**src/rtl/spi_cmd_ctrl.sv**
```systemverilog
// spi_cmd_ctrl: host command sequencer between the SPI byte slave and the
// ADC capture engine. Parses 5A-framed commands one byte at a time, holds the
// capture configuration, arms captures and streams buffer bytes or a status
// byte back on tx_data.
// Build option: define SPI_CMD_CHECKSUM_EN to require a fifth CONFIG payload
// byte equal to the XOR of the four payload bytes.
// ADDR_W is limited to 15 so the 16-bit host length field covers cap_len.
module spi_cmd_ctrl #(
   parameter int unsigned ADDR_W    = 12,
   parameter logic [7:0]  SYNC_BYTE = 8'h5A
) (
   input  logic              clk,
   input  logic              rstn,
   input  logic              frame_active,
   input  logic              rx_valid,
   input  logic [7:0]        rx_data,
   output logic [7:0]        tx_data,
   output logic              cap_start,
   output logic [7:0]        cap_div,
   output logic [ADDR_W:0]   cap_len,
   output logic [7:0]        trig_level,
   input  logic              cap_busy,
   input  logic              cap_done,
   output logic [ADDR_W-1:0] buf_raddr,
   input  logic [7:0]        buf_rdata,
   output logic [7:0]        err_cnt
);

   localparam logic [7:0] OP_CONFIG = 8'h01;
   localparam logic [7:0] OP_ARM    = 8'h02;
   localparam logic [7:0] OP_READ   = 8'h03;
   localparam logic [7:0] OP_STATUS = 8'h04;

`ifdef SPI_CMD_CHECKSUM_EN
   localparam int unsigned PAY_N = 5;
`else
   localparam int unsigned PAY_N = 4;
`endif
   // All payload bytes except the last are held; the last is used straight off rx_data.
   localparam int unsigned PAY_STORE = PAY_N - 1;
   localparam logic [2:0]  LAST_IDX  = 3'(PAY_N - 1);
   localparam logic [ADDR_W:0] LEN_MAX = {1'b1, {ADDR_W{1'b0}}};

   typedef enum logic [2:0] {
      S_IDLE,
      S_OPC,
      S_CFG,
      S_READ,
      S_STAT
   } state_t;

   state_t            state_reg;
   logic [2:0]        pay_idx_reg;
   logic [7:0]        tx_data_reg;
   logic              cap_start_reg;
   logic [7:0]        cap_div_reg;
   logic [ADDR_W:0]   cap_len_reg;
   logic [7:0]        trig_level_reg;
   logic [ADDR_W-1:0] buf_raddr_reg;
   logic [7:0]        err_cnt_reg;
   logic              done_sticky_reg;
   logic              cfg_valid_reg;
   logic              rd_p1_reg;
   logic              rd_p2_reg;

   logic              byte_evt;
   logic [7:0]        pay_byte [PAY_STORE];
   logic [7:0]        cfg_div_next;
   logic [15:0]       cfg_len_raw;
   logic [ADDR_W:0]   cfg_len_next;
   logic [7:0]        cfg_trig_next;
   logic              cfg_ok;
   logic [7:0]        err_cnt_next;
   logic [7:0]        status_byte;
   logic [ADDR_W:0]   len_m1;
   logic              raddr_last;

   // A byte only counts while the frame is open; a closed frame aborts instead.
   assign byte_evt = rx_valid & frame_active;

   // Payload byte store, one register per payload position.
   genvar gi;
   generate
      for (gi = 0; gi < PAY_STORE; gi++) begin : g_pay
         logic [7:0] byte_reg;

         // Latch payload position gi when it arrives during CONFIG collection.
         always_ff @(posedge clk or negedge rstn) begin
            if (!rstn)
               byte_reg <= 8'h00;
            else if (byte_evt && (state_reg == S_CFG) && (pay_idx_reg == 3'(gi)))
               byte_reg <= rx_data;
         end

         assign pay_byte[gi] = byte_reg;
      end
   endgenerate

   // Decode the candidate configuration as it stands on the final payload byte.
   always_comb begin
      cfg_div_next = pay_byte[0];
      cfg_len_raw  = {pay_byte[2], pay_byte[1]};
`ifdef SPI_CMD_CHECKSUM_EN
      cfg_trig_next = pay_byte[3];
      cfg_ok = (cfg_len_raw != 16'h0000) &&
               (rx_data == (pay_byte[0] ^ pay_byte[1] ^ pay_byte[2] ^ pay_byte[3]));
`else
      cfg_trig_next = rx_data;
      cfg_ok = (cfg_len_raw != 16'h0000);
`endif
      // Oversized lengths clamp to the full buffer rather than being rejected.
      if (cfg_len_raw > 16'(LEN_MAX))
         cfg_len_next = LEN_MAX;
      else
         cfg_len_next = cfg_len_raw[ADDR_W:0];
   end

   // Error counter sticks at its top value.
   always_comb begin
      err_cnt_next = err_cnt_reg;
      if (err_cnt_reg != 8'hFF)
         err_cnt_next = err_cnt_reg + 8'd1;
   end

   // Status snapshot and end-of-read detection.
   always_comb begin
      status_byte = {4'h0, cfg_valid_reg, (err_cnt_reg != 8'h00), done_sticky_reg, cap_busy};
      len_m1      = cap_len_reg - {{ADDR_W{1'b0}}, 1'b1};
      raddr_last  = ({1'b0, buf_raddr_reg} == len_m1);
   end

   // Command FSM with registered outputs; everything moves on a byte boundary
   // except the abort, the read-data pipeline and the done flag.
   always_ff @(posedge clk or negedge rstn) begin
      if (!rstn) begin
         state_reg       <= S_IDLE;
         pay_idx_reg     <= 3'd0;
         tx_data_reg     <= 8'h00;
         cap_start_reg   <= 1'b0;
         cap_div_reg     <= 8'd1;
         cap_len_reg     <= LEN_MAX;
         trig_level_reg  <= 8'h80;
         buf_raddr_reg   <= '0;
         err_cnt_reg     <= 8'h00;
         done_sticky_reg <= 1'b0;
         cfg_valid_reg   <= 1'b0;
         rd_p1_reg       <= 1'b0;
         rd_p2_reg       <= 1'b0;
      end else begin
         cap_start_reg <= 1'b0;
         rd_p1_reg     <= 1'b0;
         rd_p2_reg     <= rd_p1_reg;
         // Buffer data lands two cycles after the advancing byte: one for the
         // address register, one for the RAM's registered read.
         if (rd_p2_reg)
            tx_data_reg <= buf_rdata;
         if (cap_done)
            done_sticky_reg <= 1'b1;

         if (!frame_active) begin
            state_reg   <= S_IDLE;
            pay_idx_reg <= 3'd0;
            tx_data_reg <= 8'h00;
            rd_p2_reg   <= 1'b0;
         end else if (rx_valid) begin
            // Slots not carrying status or buffer data send zero.
            tx_data_reg <= 8'h00;
            case (state_reg)
               S_IDLE: begin
                  if (rx_data == SYNC_BYTE)
                     state_reg <= S_OPC;
               end
               S_OPC: begin
                  state_reg <= S_IDLE;
                  case (rx_data)
                     OP_CONFIG: begin
                        state_reg   <= S_CFG;
                        pay_idx_reg <= 3'd0;
                     end
                     OP_ARM: begin
                        if (cap_busy) begin
                           err_cnt_reg <= err_cnt_next;
                        end else begin
                           cap_start_reg   <= 1'b1;
                           // Overrides a cap_done landing in this same cycle.
                           done_sticky_reg <= 1'b0;
                        end
                     end
                     OP_READ: begin
                        if (cap_busy) begin
                           err_cnt_reg <= err_cnt_next;
                        end else begin
                           state_reg     <= S_READ;
                           buf_raddr_reg <= '0;
                           rd_p1_reg     <= 1'b1;
                        end
                     end
                     OP_STATUS: begin
                        state_reg   <= S_STAT;
                        tx_data_reg <= status_byte;
                     end
                     default: err_cnt_reg <= err_cnt_next;
                  endcase
               end
               S_CFG: begin
                  if (pay_idx_reg == LAST_IDX) begin
                     state_reg <= S_IDLE;
                     if (cfg_ok) begin
                        cap_div_reg    <= cfg_div_next;
                        cap_len_reg    <= cfg_len_next;
                        trig_level_reg <= cfg_trig_next;
                        cfg_valid_reg  <= 1'b1;
                     end else begin
                        err_cnt_reg <= err_cnt_next;
                     end
                  end else begin
                     pay_idx_reg <= pay_idx_reg + 3'd1;
                  end
               end
               S_READ: begin
                  // Received bytes are don't-care; each boundary advances the stream.
                  if (raddr_last) begin
                     state_reg <= S_IDLE;
                  end else begin
                     buf_raddr_reg <= buf_raddr_reg + {{(ADDR_W-1){1'b0}}, 1'b1};
                     rd_p1_reg     <= 1'b1;
                  end
               end
               S_STAT: state_reg <= S_IDLE;
               default: state_reg <= S_IDLE;
            endcase
         end
      end
   end

   assign tx_data    = tx_data_reg;
   assign cap_start  = cap_start_reg;
   assign cap_div    = cap_div_reg;
   assign cap_len    = cap_len_reg;
   assign trig_level = trig_level_reg;
   assign buf_raddr  = buf_raddr_reg;
   assign err_cnt    = err_cnt_reg;

endmodule

```
**config.mk**
```make
export PLATFORM = sky130hd
export DESIGN_NAME = spi_cmd_ctrl
export DESIGN_NICKNAME = d
export VERILOG_FILES = /design/src/rtl/spi_cmd_ctrl.sv
export SDC_FILE = /design/constraint.sdc
export NUM_CORES = 1
export LEC_CHECK = 0
export CORE_MARGIN = 3
export CORE_UTILIZATION = 40
export CTS_BUF_LIST = sky130_fd_sc_hd__clkbuf_4 sky130_fd_sc_hd__clkbuf_8
export CTS_CLUSTER_SIZE = 16
export DETAILED_ROUTE_END_ITERATION = 8
export DONT_BUFFER_PORTS = 1
export HOLD_SLACK_MARGIN = 0.1
export PLACE_DENSITY = 0.51
export SYNTH_ARGS = -nofsm -noshare
export SYNTH_HDL_FRONTEND = slang
export SYNTH_SLANG_ARGS = --single-unit
export TNS_END_PERCENT = 5
```
**constraint.sdc**
```tcl
create_clock -name clk -period 3.6 [get_ports clk]
set_input_delay 0.72 -clock clk [delete_from_list [all_inputs] [get_ports clk]]
set_output_delay 0.72 -clock clk [all_outputs]
set_load 0.05 [all_outputs]
```
# After elaboration in Yosys (flattened, before gate mapping)
# Cells that the tools add are included.
# word_totals
reg_bits,92
romBits,0
word_cells,113
memories,0
out_inout_bits,58
ramBits,0
input_bits,22
latch_bits,0
# op_classes
bitwise,1
add_sub_neg,4
n_lt_le_gt_ge,1
n_mul,0
n_shift,0
mux,46
n_reduce_logical,17
n_eq_ne,28
div_mod_pow,0
# ops
cell,n
2-to-1 mux 8 bit,7
2-to-1 mux 12 bit,3
one-hot mux 8 bit (2 select lines),2
2-to-1 mux 3 bit,9
one-hot mux 12 bit (2 select lines),1
equality test 8 x 2 -> 1 bit (second input constant),2
greater-than comparator 16 x 13 -> 1 bit (second input constant),1
2-to-1 mux 1 bit,16
nonzero test 16 bit,1
equality test 12 x 13 -> 1 bit,1
2-to-1 mux 13 bit,1
subtractor 13 x 1 -> 13 bit (second input constant),1
adder 12 x 1 -> 12 bit (second input constant),1
equality test 3 x 2 -> 1 bit (second input constant),4
inequality test 3 bit (second input constant),4
one-hot mux 3 bit (4 select lines),1
inequality test 2 bit (second input constant),5
one-hot mux 3 bit (3 select lines),1
adder 8 x 1 -> 8 bit (second input constant),1
equality test 8 x 1 -> 1 bit (second input constant),1
equality test 8 x 3 -> 1 bit (second input constant),1
equality test 8 x 7 -> 1 bit (second input constant),1
2-to-1 mux 4 bit,2
inequality test 8 bit (second input constant),1
18 further kinds,29

# Logic depth before layout (Yosys ltp)
# Gate-level depths: netlist of the first run.
# depth
ltp_word,6
ltp_mapped,9
ltp_nobuf,9

# Worst setup path after synthesis of the first run
# No wires, ideal clock.
# synth_path
kind,reg-to-reg
from,register cap_len_reg[6] (netlist: cap_len[6])
to,register buf_raddr_reg[4] (netlist: buf_raddr[4])
arrival_ns,2.676
stages_incl_launch_ff,9
setup_slack_ns,0.800
path_buffers,1
synth_period_minus_slack_ns,2.800
path_cell_list,dfrtp_1 buf_6 or4_4 o31a_1 o211a_1 o31ai_4 o21ai_2 o211a_1 a211o_1
# synth_via
elab_chain_cells,4
# synth_lines
element,line_no,text
start: declaration,57,logic [ADDR_W:0] cap_len_reg;
start signal: assignment,210,cap_len_reg <= cfg_len_next;
subtractor 13 x 1 -> 13 bit,128,"len_m1 = cap_len_reg - {{ADDR_W{1'b0}}, 1'b1};"
equality test 12 x 13 -> 1 bit,129,"raddr_last = ({1'b0, buf_raddr_reg} == len_m1);"
inequality test 2 bit (no line),-,
AND reduction 6 bit (no line),-,
end signal: assignment,225,"buf_raddr_reg <= buf_raddr_reg + {{(ADDR_W-1){1'b0}}, 1'b1};"
end: declaration,59,logic [ADDR_W-1:0] buf_raddr_reg;
# Every way passes these cells.
# A chain may end at the register's enable or synchronous reset.

# Worst setup path after layout of the first run
# layout_path
from,register cap_len_reg[0] (netlist: cap_len[0])
to,register buf_raddr_reg[5] (netlist: buf_raddr[5])
# The elaborated chain is that of the path after synthesis.

==> impl_metrics.toml, run 1 <==
[pwr]
p_leak_uw = 0.002407
power.density_nw_per_um2 = 367.6
pwr-share-comb_pct = 3.3
vdd_ir_drop_max_v = 0.0002191
p_clk_share_pct = 39.8
p_int_uw = 1404
switching_power_uw = 463.1
p_sw_share_pct = 24.80
p_seq_share_pct = 56.9

[sta]
tightest_slew_ps = 820.2
rsz0062_at_grt = "false"
setup_violations = 0
slew_viol_final = 0
min_period_ps = 3050
max_slew_margin_pct = 45.32
max_freq_mhz = 327.8
hold_viol = 0
worst_hold_slack_ps = 175.0
fin_crit_sh_pct = 84.73
fin_skew_ps = 14.72
setup_tns_ps = 0

[synthesis]
synth_warnings = 0
synthArstFlopShare_pct = 100.0
synthCells = 455
syn_area_per_cell_um2 = 10.22
synth_top_area_share_pct = 47.88
yosys-top-cells-area = "dfrtp_1 (48%), nand2_1 (6.1%), mux2_2 (3.4%)"
netlist_area_um2 = 4652
synthFlopType = "dfrtp_1"
ys_seq_elements = 92
synth_edf_count = 0
synth_top_area_cell = "dfrtp_1"
yosysUniqueCellTypes = 66
syn_nets = 486
ys_seq_area_share_pct = 49.57

[setup_path]
critPathSlowestCell = "dfrtp_1"
cp.arrival_ps = 3330
r2r-end = "buf_raddr[5]"
critPathMostFrequentCell = "a211o_1"
crit_fanout = 7
worstRegToRegCells = 9
critPathCaptureType = "flop"
startpoint = "cap_len[0]"
worst-setup-path-type = "reg2reg"
cp-start-kind = "flop"
path_cells = "inv_1 -> ha_1 -> nor4b_2 -> a211o_1 -> a221oi_1 -> o2111ai_4 -> o21ai_2 -> nor4_1 -> a211o_1"
r2r_slack_ps = 550
cpPeakStageDelay_ps = 730
rr_startpoint = "cap_len[0]"
crit_required_ps = 3880

[cells_and_area]
final_core_util_pct = 45.84
seq_area_um2 = 2306
drive_above_1_share_pct = 13.89
n_antenna_cell = 0
fill_cells = 1058
layout.cells.most_common = "dfrtp_1"
area_growth_syn_to_layout_pct = 9.172
stdcell_count = 608
largest_reg_flops = 16
multiInputGateArea_um2 = 2198
layout_common_cells = "dfrtp_1 (89), nand2_1 (76), nor2_1 (24), inv_1 (19), xnor2_1 (16)"
final_nets = 494

[die]
io_pins = 80
rows = 38
dieArea_um2 = 12960
die_w_um = 113.8
start_util_pct = 41.99
core_area_um2 = 11080
die_h_um = 113.8

[global_routing]
antenna_found_initial = 0
grt_pass1_wl_um = 19090
track_usage_pct = 18.86
grt-ovfl-total = 0
grt_pass1_vias = 3526
grt_max_degree = 90

[detailed_routing]
final_antenna_net_count = 0
drc = 0
first_pass_iters = 4
vias = 3454
via_per_inst = 5.681
routedWlPerCell_um = 18.80
wl_um = 11430
drt_iter0_drc = 204

[run_status]
outcome = "finished clean"

[cts]
clk_pin_slew_worst_paths_ps = 100
htreeDepth = 3
cts_buffers = 9
cts_resized = 0
insertion_delay_ps = 380
cts_tree = "done"
clk_path_buf_depth = 2
cts.sinks = 92
clockRootBuffer = "clkbuf_8"

[placed_design]
dp_hpwl_um = 8003
place.gp.congestion = 0.7951
placed_cells = 591
io_buffer_count = 0

[min_path]
min_path_type = "in2async"

[job]
drv_cap = 0
## logic make-up (layout without fill, tap and decap cells)
kind of cell | after synthesis | after routing | share of synthesized area [%]
multiplexers | 31 | 31 | 7.316
adder cells (fa/ha/maj) | 9 | 9 | 2.421
AO/OA/AOI/OAI | 77 | 77 | 12.72
AND/OR/NAND/NOR | 188 | 188 | 20.47
XOR/XNOR | 23 | 23 | 4.330
flip-flops | 92 | 92 | 49.57
buffers and inverters | 35 | 48 | 3.173
## layer usage
layer,global-route usage [%],wire length [um]
met5,0,0
met4,6.888,217
met3,5.676,789
met2,28.66,5114
met1,25.57,5307
## worst max-delay path, delay by kind of cell (launching register included)
kind,cells,cell delay [ps]
simple gates,2,290
flops,1,730
buf+inv,1,130
compound gates,5,1530
fa+ha+maj,1,260
## through the flow
step                worst slack (ps)  instance area (um2)  power, uW
floorplan                      800.2                 4652       1116
global placement               628.8                 4841       1122
detailed placement             574.9                 4841       1122
CTS                            540.9                 5079       1895
global route                   334.0                 5079       1955
finish                         549.7                 5079       1867
## synth_stat cells (all sizes together) (4+ instances only)
master / n
or3: 6
clkbuf: 13
o211ai: 4
nor4: 12
nand4: 8
nand2b: 7
ha: 9
o21ai: 17
inv: 19
mux2: 24
dfrtp: 89
a22o: 9
nand2: 76
a21oi: 16
xor2: 7
and3: 7
mux2i: 7
xnor2: 16
nand3: 12
nor3: 9
nor2b: 4
nor2: 24
and2: 5
## power by group through the flow
stage | sequential [uW] | combinational, uW | clock (uW)
after floorplan | 1090 | 30.2 | 0
after global placement | 1080 | 39.1 | 0
after detailed placement | 1080 | 39.7 | 0
after CTS | 1060 | 64.1 | 769
after global routing | 1060 | 70.9 | 821
final | 1060 | 61.2 | 744
## how the worst max path moves through the flow
| stage | to | slack (ps) |
|---|---|---|
| after floorplan | buf_raddr[4] | 800 |
| after global placement | buf_raddr[5] | 630 |
| after detailed placement | buf_raddr[5] | 570 |
| after CTS | buf_raddr[5] | 540 |
| after global routing | buf_raddr[9] | 330 |
| final | buf_raddr[5] | 550 |
## area by class of cell
class,count,area share (%)
clock inverter,6,1.429
multi-input combinational,328,43.29
tap,140,3.449
sequential,92,45.41
inverter,19,1.404
clock buffer,10,2.710
timing repair buffer,13,2.316
## timing repair
item                                    4_1_cts  5_1_grt
endpoints found under the setup margin        0        0
hold buffers                                  1        0
setup buffers                                 0        0
endpoints found under the hold margin        89        0
Power figures use the tool's default switching activity.
==> run 2, diff against run 1 <==
clock period = 3 ns   (was 3.6 ns; I/O delays follow)
==> run 2 against run 1 <==
Fmax increased by 12%; design area increased by 1.6%; first-iteration DRC count decreased by 6.4%; global-route usage decreased by 0.32 points; core utilization increased by 0.75 points; highest routed layer unchanged; sequential power increased by 21%.
==> impl_metrics.toml, run 2 (synthesis gave the netlist of run 1 again) <==
[die]
die_h_um = 113.8
start_util_pct = 41.99
dieArea_um2 = 12960
io_pins = 80
core_area_um2 = 11080
die_w_um = 113.8
rows = 38

[pwr]
power.density_nw_per_um2 = 414.7
p_int_uw = 1603
p_seq_share_pct = 59.6
pwr-share-comb_pct = 3.4
vdd_ir_drop_max_v = 0.0002761
p_clk_share_pct = 36.9
p_sw_share_pct = 25.11
p_leak_uw = 0.002455
switching_power_uw = 537.3

[detailed_routing]
wl_um = 11480
drc = 0
routedWlPerCell_um = 18.46
via_per_inst = 5.641
first_pass_iters = 5
final_antenna_net_count = 0
drt_iter0_drc = 191
vias = 3509

[setup_path]
crit_fanout = 7
cpPeakStageDelay_ps = 450
critPathCaptureType = "flop"
cp-start-kind = "flop"
cp.arrival_ps = 2990
rr_startpoint = "cap_len[0]"
worst-setup-path-type = "reg2reg"
critPathBufInv = 1
path_cells = "inv_1 -> ha_1 -> nor4b_2 -> a31oi_1 -> a221oi_1 -> o2111ai_4 -> o21ai_2 -> nor4_1 -> a211o_1"
startpoint = "cap_len[0]"
critPathTopFamily = "compound AO/OA/AOI/OAI gates"
critPathSlowestCell = "a221oi_1"
crit_required_ps = 3260

[placed_design]
place_ws_ps = 319.9
place.gp.congestion = 0.8843
placed_cells = 605
io_buffer_count = 0
post_dp_cell_area_um2 = 4946
dp_hpwl_um = 8197

[min_path]
min_path_type = "in2async"

[cts]
cts_tree = "done"
clockRootBuffer = "clkbuf_8"
cts.sinks = 92
clk_path_buf_depth = 2
insertion_delay_ps = 370
htreeDepth = 3
clk_pin_slew_worst_paths_ps = 90
cts_buffers = 9

[sta]
max_freq_mhz = 367.0
fin_skew_ps = 9.783
tightest_slew_ps = 817.4
worst_hold_slack_ps = 137.3
rsz0062_at_grt = "false"
setup_slack_ps = 275.1
slew_viol_final = 0
setup_tns_ps = 0
min_period_ps = 2725
setup_violations = 0
hold_viol = 0
max_slew_margin_pct = 45.51
fin_crit_sh_pct = 90.83

[cells_and_area]
layout_common_cells = "dfrtp_1 (89), nand2_1 (76), buf_4 (26), nor2_1 (24), inv_1 (19)"
n_antenna_cell = 0
final_nets = 508
drive_above_1_share_pct = 16.60
stdcell_count = 622
fin_area_um2 = 5161
area_growth_syn_to_layout_pct = 10.95
largest_reg_flops = 16
layout.cells.most_common = "dfrtp_1"

[global_routing]
track_usage_pct = 18.54
grt-ovfl-total = 0
grt_pass1_vias = 3529
antenna_found_initial = 0
grt_max_degree = 93
grt_pass1_wl_um = 18790

[job]
drv_cap = 0

[run_status]
outcome = "finished clean"
-- run 2: final timing paths --
| check | to | slack, ps | depth (start not counted) |
|---|---|---|---|
| setup / recovery | buf_raddr[5] | 280 | 9 |
| hold / removal | g_pay[1].byte_reg[3] | 140 | 1 |
| setup reg to reg | buf_raddr[5] | 280 | 9 |
| hold reg to reg | cap_div[4] | 460 | 2 |
| max in group asynchronous | cap_div[0] | 2500 | 1 |
| min in group clk | trig_level[7] | 300 | 2 |
-- run 2: area by class of cell --
type                    count  area (um2)
fillers                  1098        5917
flip-flops and latches     92        2306
repair buffers             27       222.7
multi-input cells         328        2205
inverters                  19       71.32
clock buffers              11       145.1
well taps                 140       175.2
clock inverters             5       36.28
-- run 2: power groups by stage --
stage	Combinational [uW]	Clock, uW	Sequential, uW
final	73.8	791	1280
after global routing	85.5	875	1280
after CTS	76.7	826	1280
after detailed placement	47.1	0	1300
after global placement	45.7	0	1300
after floorplan	36.2	0	1300
-- run 2: worst register-to-register path, delay by kind of cell (launching register included) --
family / cells / cell delay, ps
adder cells (fa/ha/maj): 1 / 200
AO/OA/AOI/OAI: 5 / 1430
AND/OR/NAND/NOR: 2 / 510
buffers and inverters: 1 / 80
flip-flops: 1 / 400
-- run 2: through the flow --
| step | utilization, % | total power (uW) |
|---|---|---|
| finish | 46.59 | 2140 |
| global route | 46.59 | 2238 |
| CTS | 46.53 | 2178 |
| detailed placement | 44.65 | 1348 |
| global placement | 44.65 | 1346 |
| floorplan | - | 1339 |
-- run 2: per-layer routing --
metal	global-route usage [%]	up-vias	share of wire [%]
li1	-	1663	-
met1	25.54	1743	46
met2	27.99	87	46
met3	4.721	16	6.3
met4	7.522	0	1.9
met5	0	-	0
-- run 2: what timing repair did --
action                                  in CTS  in global routing
endpoints found under the hold margin       92                  0
setup buffers                                0                  0
endpoints found under the setup margin       0                  5
gates resized for setup                      0                  1
hold buffers                                 1                  0
==> run 3, diff against run 2 <==
ABC_AREA = 1   (was default)
==> run 3 against run 2 <==
First-iteration DRC count increased by 59%; combinational power increased by 140%; non-clock buffer count down 13; design area rose by 3.6%.
==> impl_metrics.toml, run 3 <==
[run_status]
outcome = "finished clean"

[synthesis]
synth_top_area_cell = "dfrtp_1"
yosysUniqueCellTypes = 41
synth_top_area_share_pct = 45.59
netlist_area_um2 = 4885
ys_seq_elements = 92
post-synth-top-count-cell = "nand2_1"
ys_seq_area_share_pct = 47.21
syn_nets = 658
synth_warnings = 0
synth_edf_count = 0
syn_area_per_cell_um2 = 7.791
synthCells = 627
synthArstFlopShare_pct = 100.0
synthFlopType = "dfrtp_1"
yosys-top-cells-area = "dfrtp_1 (46%), nand2_1 (15%), inv_1 (5.5%)"
synthTopCellsByCount = "nand2_1 (189), dfrtp_1 (89), inv_1 (71), nor2_1 (51), o21ai_0 (47)"

[cells_and_area]
layout_common_cells = "nand2_1 (189), dfrtp_1 (89), inv_1 (71), nor2_1 (51), o21ai_0 (47)"
final_core_util_pct = 45.84
n_antenna_cell = 0
seq_area_um2 = 2306
final_nets = 667
largest_reg_flops = 16
area_growth_syn_to_layout_pct = 9.452
multiInputGateArea_um2 = 2208
layout.cells.most_common = "nand2_1"
fill_cells = 1179
drive_above_1_share_pct = 9.360

[detailed_routing]
via_per_inst = 5.216
vias = 4089
wl_um = 12790
drt_iter0_drc = 303
first_pass_iters = 4
drc = 0
routedWlPerCell_um = 16.31
final_antenna_net_count = 0

[sta]
slew_viol_final = 0
fin_crit_sh_pct = 80.73
rsz0062_at_grt = "false"
min_period_ps = 2422
worst_hold_slack_ps = 133.9
setup_slack_ps = 578.0
max_slew_margin_pct = 52.01
setup_tns_ps = 0
fin_skew_ps = 16.21
max_freq_mhz = 412.9
hold_viol = 0
tightest_slew_ps = 719.9
setup_violations = 0

[pwr]
p_seq_share_pct = 54.1
vdd_ir_drop_max_v = 0.0004448
pwr-share-comb_pct = 6.8
p_sw_share_pct = 27.51
power.density_nw_per_um2 = 487.6
p_clk_share_pct = 39.1
p_int_uw = 1890
p_leak_uw = 0.002531
switching_power_uw = 717.3

[setup_path]
cpPeakStageDelay_ps = 730
cp.arrival_ps = 2690
path_cells = "inv_2 -> nand3_2 -> o21ai_0 -> nand2_1 -> o21ai_0 -> nor2_1 -> nand4_1 -> nand2_2 -> nand2_2 -> nand2_1 -> nand2_1"
crit_required_ps = 3270
crit_fanout = 13
critPathSlowestCell = "dfrtp_1"
critPathMostFrequentCell = "nand2_1"
cp-start-kind = "flop"
critPathCaptureType = "flop"
worst-setup-path-type = "reg2reg"

[cts]
clockRootBuffer = "clkbuf_8"
cts.sinks = 92
cts_setup_buffers = 0
clk_path_buf_depth = 2
cts_resized = 0
htreeDepth = 3
insertion_delay_ps = 380
clk_pin_slew_worst_paths_ps = 90
cts_tree = "done"
cts_buffers = 9

[placed_design]
io_buffer_count = 0
place.gp.congestion = 0.9098
dp_hpwl_um = 9337
place_ws_ps = 507.5

[die]
dieArea_um2 = 13570
rows = 39
die_w_um = 116.5
die_h_um = 116.5
io_pins = 80
start_util_pct = 41.88
core_area_um2 = 11660

[job]
drv_cap = 0

[global_routing]
track_usage_pct = 19.99
grt-ovfl-total = 0
antenna_found_initial = 0
grt_max_degree = 93
grt_pass1_vias = 3962
grt_pass1_wl_um = 20870

[min_path]
min_path_type = "in2async"
run 3: cell count changes after synthesis, moves of 11 or more:
cell	delta
nand2_1	+113
inv_1	+52
o21ai_0	+39
nand3_1	+32
nor2_1	+27
mux2_2	-14
buf_2	+11
run 3: area by class of cell:
class / instances / share of cell area [%]
Clock inverter: 6 / 2.083
Multi-Input combinational cell: 443 / 41.31
Timing Repair Buffer: 14 / 2.340
Clock buffer: 10 / 2.457
Inverter: 76 / 5.336
Tap cell: 143 / 3.347
Sequential cell: 92 / 43.13
run 3: kinds of logic after synthesis:
family	Yosys count	share of synthesized area (%)
AO/OA/AOI/OAI	82	9.503
XOR/XNOR	20	3.586
adder cells (fa/ha/maj)	9	2.305
buffers and inverters	92	7.582
flip-flops	92	47.21
AND/OR/NAND/NOR	332	29.82
run 3: worst paths after layout:
kind	from	end	slack, ps	depth (start not counted)
min reg2reg	rd_p1_reg	rd_p2_reg	470	2
min in group clk	frame_active	rd_p2_reg	320	2
min	rstn	cap_len[1]	130	1
max reg2reg	cap_len[2]	buf_raddr[7]	580	11
max	cap_len[2]	buf_raddr[7]	580	11
max in group asynchronous	rstn	pay_idx_reg[1]	2490	1
run 3: repair_timing:
item / 4_1_cts / 5_1_grt
endpoints found under the setup margin: 0 / 0
endpoints found under the hold margin: 92 / 0
hold buffers: 1 / 0
run 3: routing by layer:
metal / vias up / global-route usage [%] / part of all wire, %
met4: 0 / 9.590 / 2.6
met2: 121 / 30.21 / 45
li1: 2043 / - / -
met3: 19 / 4.456 / 6.5
met5: - / 0 / 0
met1: 1906 / 27.28 / 46
run 3: critical path, delay by kind of cell, from the launching register on:
family / cells / cell delay (ps)
simple gates: 8 / 1250
buf+inv: 1 / 160
flops: 1 / 730
compound gates: 2 / 170
run 3: stage by stage:
| stage | instance area [um2] | instances | power (uW) |
|---|---|---|---|
| 2_1_floorplan | 4885 | 627 | 1550 |
| 3_3_place_gp | 5076 | 767 | 1586 |
| 3_5_place_dp | 5076 | 767 | 1588 |
| 4_1_cts | 5346 | 784 | 2649 |
| 5_1_grt | 5346 | 784 | 2732 |
| 6_report | 5346 | 784 | 2607 |
run 3: power groups by stage:
stage          combinational [uW]  sequential (uW)  clock, uW
5_1_grt                       211             1420       1110
3_5_place_dp                  152             1440          0
6_report                      178             1410       1020
2_1_floorplan                 125             1430          0
4_1_cts                       182             1410       1060
3_3_place_gp                  149             1440          0
